==> config.mk <==
export PLATFORM = sky130hd
export DESIGN_NAME = booth_multiplier
export DESIGN_NICKNAME = d
export VERILOG_FILES = /design/src/rtl/booth_pkg.sv /design/src/rtl/booth_step.sv /design/src/rtl/booth_multiplier.sv
export SDC_FILE = /design/constraint.sdc
export NUM_CORES = 1
export LEC_CHECK = 0
export BUFFER_PORTS_ARGS = -buffer_cell sky130_fd_sc_hd__buf_2
export CORE_UTILIZATION = 50
export CTS_CLUSTER_SIZE = 40
export DETAILED_ROUTE_END_ITERATION = 8
export PLACE_DENSITY = 0.86
export RECOVER_POWER = 25
export SLEW_MARGIN = 30
export SYNTH_ARGS = -nofsm -noshare
export SYNTH_HDL_FRONTEND = slang
export SYNTH_HIERARCHICAL = 1
export SYNTH_SLANG_ARGS = --single-unit
==> constraint.sdc <==
create_clock -name clk -period 2.68 [get_ports clk]
set_input_delay 0.134 -clock clk [delete_from_list [all_inputs] [get_ports clk]]
set_output_delay 0.134 -clock clk [all_outputs]
set_load 0.02 [all_outputs]
==> src/rtl/booth_pkg.sv <==
// Shared types, constants and helpers for the radix-2 Booth multiplier.
// Recode constants name the {Q[0],Q_1} bit pairs that select add/sub/no-op.
package booth_pkg;

    localparam int DEFAULT_WIDTH = 4;

    function automatic int cnt_width(input int w);
        return $clog2(w) + 1;
    endfunction

    typedef enum logic {
        S_RUN,
        S_DONE
    } booth_state_t;

    localparam logic [1:0] RC_IDLE0 = 2'b00;
    localparam logic [1:0] RC_ADD   = 2'b01;
    localparam logic [1:0] RC_SUB   = 2'b10;
    localparam logic [1:0] RC_IDLE1 = 2'b11;

    typedef enum logic [1:0] {
        OP_NOP,
        OP_ADD,
        OP_SUB
    } booth_op_t;

    function automatic booth_op_t recode(input logic [1:0] bits);
        booth_op_t op;
        op = OP_NOP;
        case (bits)
            RC_IDLE0: op = OP_NOP;
            RC_ADD:   op = OP_ADD;
            RC_SUB:   op = OP_SUB;
            RC_IDLE1: op = OP_NOP;
            default:  op = OP_NOP;
        endcase
        return op;
    endfunction

endpackage

==> src/rtl/booth_step.sv <==
// One combinational radix-2 Booth iteration: recode, add/sub M, then
// arithmetic shift right of {ACC,Q,Q_1}. Zero latency, no flow control.
module booth_step
    import booth_pkg::*;
#(
    parameter int WIDTH = DEFAULT_WIDTH
) (
    input  logic [WIDTH:0]   acc,
    input  logic [WIDTH-1:0] q,
    input  logic             q_1,
    input  logic [WIDTH:0]   m,
    output logic [WIDTH:0]   acc_nxt,
    output logic [WIDTH-1:0] q_nxt,
    output logic             q_1_nxt
);

    logic [WIDTH:0] sum;
    booth_op_t      op;

    always_comb begin
        op  = recode({q[0], q_1});
        sum = acc;
        case (op)
            OP_ADD:  sum = acc + m;
            OP_SUB:  sum = acc - m;
            default: sum = acc;
        endcase
    end

    // ASR by one: the accumulator sign bit replicates, its LSB moves into Q.
    assign acc_nxt = {sum[WIDTH], sum[WIDTH:1]};
    assign q_nxt   = {sum[0], q[WIDTH-1:1]};
    assign q_1_nxt = q[0];

endmodule

==> src/rtl/booth_multiplier.sv <==
// Sequential signed Booth multiplier; every reset loads A/B and starts a multiply.
// Product valid WIDTH edges after the reset edge, then held; no handshake/backpressure.
module booth_multiplier
    import booth_pkg::*;
#(
    parameter int WIDTH = DEFAULT_WIDTH,
    parameter int CNT_W = cnt_width(WIDTH)
) (
    input  logic                 clk,
    input  logic                 rst,
    input  logic [WIDTH-1:0]     A,
    input  logic [WIDTH-1:0]     B,
    output logic [2*WIDTH-1:0]   AXB,
    output logic [CNT_W-1:0]     n
);

    localparam logic [CNT_W-1:0] N_INIT = CNT_W'(WIDTH);
    localparam logic [CNT_W-1:0] N_ONE  = CNT_W'(1);

    booth_state_t     state;
    booth_state_t     state_nxt;
    logic             step_en;
    logic             axb_load;

    // One extra accumulator bit keeps M = -2^(WIDTH-1) from overflowing.
    logic [WIDTH:0]   m;
    logic [WIDTH:0]   acc;
    logic [WIDTH-1:0] q;
    logic             q_1;

    logic [WIDTH:0]   acc_nxt;
    logic [WIDTH-1:0] q_nxt;
    logic             q_1_nxt;

    booth_step #(
        .WIDTH (WIDTH)
    ) u_step (
        .acc     (acc),
        .q       (q),
        .q_1     (q_1),
        .m       (m),
        .acc_nxt (acc_nxt),
        .q_nxt   (q_nxt),
        .q_1_nxt (q_1_nxt)
    );

    always_comb begin
        state_nxt = state;
        step_en   = 1'b0;
        axb_load  = 1'b0;
        case (state)
            S_RUN: begin
                if (n != '0) begin
                    step_en = 1'b1;
                    if (n == N_ONE) begin
                        axb_load  = 1'b1;
                        state_nxt = S_DONE;
                    end
                end
            end
            S_DONE:  state_nxt = S_DONE;
            default: state_nxt = S_DONE;
        endcase
    end

    always_ff @(posedge clk) begin
        if (rst) begin
            m     <= {A[WIDTH-1], A};
            acc   <= '0;
            q     <= B;
            q_1   <= 1'b0;
            n     <= N_INIT;
            AXB   <= '0;
            state <= S_RUN;
        end else begin
            state <= state_nxt;
            if (step_en) begin
                acc <= acc_nxt;
                q   <= q_nxt;
                q_1 <= q_1_nxt;
                n   <= n - N_ONE;
            end
            // Only the final step's shifted result reaches AXB; partials never do.
            if (axb_load) begin
                AXB <= {acc_nxt[WIDTH-1:0], q_nxt};
            end
        end
    end

endmodule

==> out/summary.md <==
The final critical delay including setup and external delays came out at 2.78 ns. The startpoint-to-endpoint class of the critical path is flip-flop to flip-flop. For the number of global-route vias before repair, the log shows 1,123. The dominant synthesized flop cell is dfxtp_1. Yosys printed 6 warnings. For this block, the via count after detailed routing is 1,100. The maximum clock insertion buffer count was 2; the maximum number of pins on one net before global-route repair was 34. The logs give 52.1% for the tightest slew margin relative to the limit and 172 for the synthesized netlist net count.

The min-delay analysis places its worst path in the category primary input to flip-flop. Fill cells in the final layout number 227. Yosys attributes the largest share of cell area to dfxtp_1 (25%), edfxtp_1 (17%), ha_1 (7.8%).

The count of buffers added on input and output ports is 20. The internal portion of the total power is 1060 uW. Setup repair after global routing could not meet its margin everywhere. The most frequent cell after synthesis is dfxtp_1. The worst hold path terminates at q[0]$_DFFE_PP_. Combinational logic is responsible for 49.1% of the overall power. After the first detailed-routing iteration, the DRC count stood at 23. On the critical path, the stage with the largest delay is an instance of edfxtp_1. Achievable clock frequency: 0.359 GHz.

Of the total power, the share spent switching nets is 36.2%. The CTS buffer count came out at 3. The post-synthesis area per instance is 9.53 sq um, and the number of DRC violations after detailed routing is 0.

The top cell type's share of synthesized area was 24.9%. The average wire per standard cell is 14.7 microns, and the arrival time of the worst setup path is 3.06 ns. The tool flagged a number of max-cap violations equal to 0.

The final layout contains routed wiring with a total length of 2980 microns. Sorting the synthesized cells by how often they occur yields dfxtp_1 (18), nand2b_1 (16), inv_1 (12), nand2_1 (12), o21ai_0 (11). The post-synthesis cell type with the largest combined area is dfxtp_1. Number of buffer and inverter instances along the worst setup path: 1. The logs give -0.10 ns for the reg-to-reg setup timing slack and 193 for the number of nets in the layout. The layout overhead on the synthesized area was 15.5%; the worst-case clock skew was 0.00118 ns. The worst hold path begins at B[0]. The worst setup path is captured at a flip-flop. In this run the cell area of the synthesized design comes to 1450 sq um. Gate family responsible for the most delay along the worst path: simple AND/OR/NAND/NOR gates. The number of enable flip-flop cells after synthesis was 8. The cell that appears most often on the critical path is mux2_4. The maximum resistive drop on vdd is 0.681 mV.

The end of the worst register-to-register path is acc[4]$_SDFFE_PP0P_. The tools report the share of total power in the clock network as 16.7%. Of all nets on the critical path, the largest fanout is 3. The critical path goes through inv_1 > ha_1 > mux2_4 > fa_2 > nor2b_1 > o21ai_1 > nor3b_2 > mux2_4 > xor2_2 > or3b_4 > a21oi_2. The worst hold path passes through 3 cells.

The first global-routing pass estimated 5090 microns of wire. The initial utilization of the core area, before any placement, comes to 52.5%. The worst setup path is launched from a flip-flop. The worst register-to-register path begins at m[0]$_DFFE_PP_. The clock reaches the later pin of the worst-skew pair after 0.33 ns. The fraction of final layout cells with drive strength greater than 1 works out to 26.2%. The cell area power density was 992 nW/um^2; the number of antenna violations at the first check in global routing was 0.

The clock-pin slew on the worst setup and hold paths was 0.15 ns. The run gives 3 as the final setup violation count. In this run, placement finished with an instance count of 191. Measured in cells, the most critical reg-to-reg path has a length of 11. The post-synthesis async set-or-reset flop share is 0%. The largest single stage delay on the critical path is 0.43 ns. The share of the Yosys chip area taken by registers is 41.5%. Synthesis produced 152 cells. The detail route stage leaves a number of antenna-violating nets equal to 0.

The critical path required time is 2.96 ns, and the total count of hold-check failures in the final report is 0. 0 antenna diodes ended up in the layout. The die is 55.8 microns tall. The number of vias per cell came out at 5.42. In this run the clock root is driven by a clkbuf_4. The detailed placement HPWL is 1980 microns, and the smallest hold slack is 0.0480 ns.

The die outline area is 3120 sq um, and the clock net sink count is 26. For this run, the number of standard cells in the final layout without fillers is 203. The count of pins on the block boundary was 21; the aggregate global-route resource usage was 21.5%.

H-tree depth reported by CTS: 1. The flow ran to the end, but the final reports show violations. The first detailed-routing pass took 4 iterations. After routing, the total negative slack on setup checks comes to -0.216 ns. TritonCTS built the clock tree. The number of rows in the core area is 19. The core region is 2760 sq um.

The checks that failed: negative setup slack. The die is 55.8 microns wide. The total global routing overflow is 0, and the pin slew with the least headroom to its limit is 0.716 ns. The post-route clock period utilization came out at 104%.

The count of pins over their slew limit is 0, and the net switching power figure is 601 uW. The tools report the count of different cell masters after synthesis as 32. The analysis attributes to cell leakage a power of 0.000744 uW. Routability-driven placement finished with a final weighted congestion of 0.843. The synthesized flop and latch total is 26. Per report_power, the sequential group accounts for 34.2% of the total. For the final worst-path setup slack, the log shows -0.104 ns.
[worst register-to-register path, stage by stage, from the launching register on]
cell,delay [ns]
edfxtp_1,0.43
inv_1,0.08
ha_1,0.22
mux2_4,0.28
fa_2,0.34
nor2b_1,0.12
o21ai_1,0.09
nor3b_2,0.17
mux2_4,0.28
xor2_2,0.17
or3b_4,0.41
a21oi_2,0.14
[final cells by class]
| cell class | count | area, sq um | area share (%) |
|---|---|---|---|
| clock buffers | 3 | 22.5 | 1.35 |
| clock inverters | 1 | 30.0 | 1.79 |
| inverters | 12 | 45.0 | 2.69 |
| multi-input cells | 100 | 752 | 44.9 |
| flip-flops and latches | 26 | 601 | 35.9 |
| well taps | 31 | 38.8 | 2.32 |
| repair buffers | 30 | 185 | 11.1 |
[layer usage]
metal | routed length (microns) | track usage (%)
met1 | 1260 | 25.1
met5 | 0 | 0
met2 | 1540 | 38.9
met4 | 79 | 10.5
met3 | 100 | 2.33
[worst max path at each step]
stage | startpoint | to | slack [ns] | cells after the start
floorplan | m[1]$_DFFE_PP_ | acc[4]$_SDFFE_PP0P_ | -0.004 | 12
global placement | m[1]$_DFFE_PP_ | acc[3]$_SDFFE_PP0P_ | 0.02 | 11
detailed placement | m[0]$_DFFE_PP_ | acc[3]$_SDFFE_PP0P_ | -0.12 | 11
CTS | m[0]$_DFFE_PP_ | acc[4]$_SDFFE_PP0P_ | -0.12 | 11
global route | m[0]$_DFFE_PP_ | acc[4]$_SDFFE_PP0P_ | -0.18 | 11
finish | m[0]$_DFFE_PP_ | acc[4]$_SDFFE_PP0P_ | -0.10 | 11
[registers in the layout, indices dropped and copies added (netlist names)]
name	cells
AXB	8
q_1	1
acc	5
m	4
q	4
n	3
state	1
[power groups by stage]
stage          clock network, uW  logic (uW)  registers [uW]
3_5_place_dp                   0         717             577
5_1_grt                      295         887             583
2_1_floorplan                  0         581             592
6_report                     277         816             567
3_3_place_gp                   0         664             568
4_1_cts                      282         772             568
[kinds of logic after synthesis]
group                    share of synthesized area (%)
XOR/XNOR                                          4.15
adder cells (fa/ha/maj)                           9.15
buffers and inverters                             8.20
multiplexers                                      7.34
flip-flops                                        41.5
AO/OA/AOI/OAI                                     10.9
AND/OR/NAND/NOR                                   18.8
[stage by stage]
step	instance area (sq um)	setup slack (ns)	power [uW]	utilization [%]
global placement	1550	0.0188	1230	56.0
detailed placement	1550	-0.115	1290	56.0
global route	1670	-0.178	1770	60.7
finish	1670	-0.104	1660	60.7
CTS	1660	-0.117	1620	60.2
floorplan	1470	-0.00402	1170	-
[cell usage in the layout (no fill, tap or decap), types with 2 or more instances in the layout]
cell type and n:
buf_2 20, inv_1 12, nor2_1 3, nand2b_1 16
dlygate4sd3_1 4, a21oi_1 9, xnor2_1 2, mux2i_1 8
or3b_2 4, xor2_1 3, buf_4 6, nand2_1 12
o21ai_1 5, o21ai_0 10, clkbuf_4 3, edfxtp_1 8
ha_1 8, dfxtp_1 18, a21oi_2 2, mux2_4 2
or3_1 2, or3b_4 2
[repair_timing]
action,4_1_cts,5_1_grt
resized for setup,2,0
pin swaps,3,3
setup buffers,2,2
hold endpoints to repair,4,0
hold buffers,4,0
endpoints found under the setup margin,2,3
(Power assumes the default switching activity.)
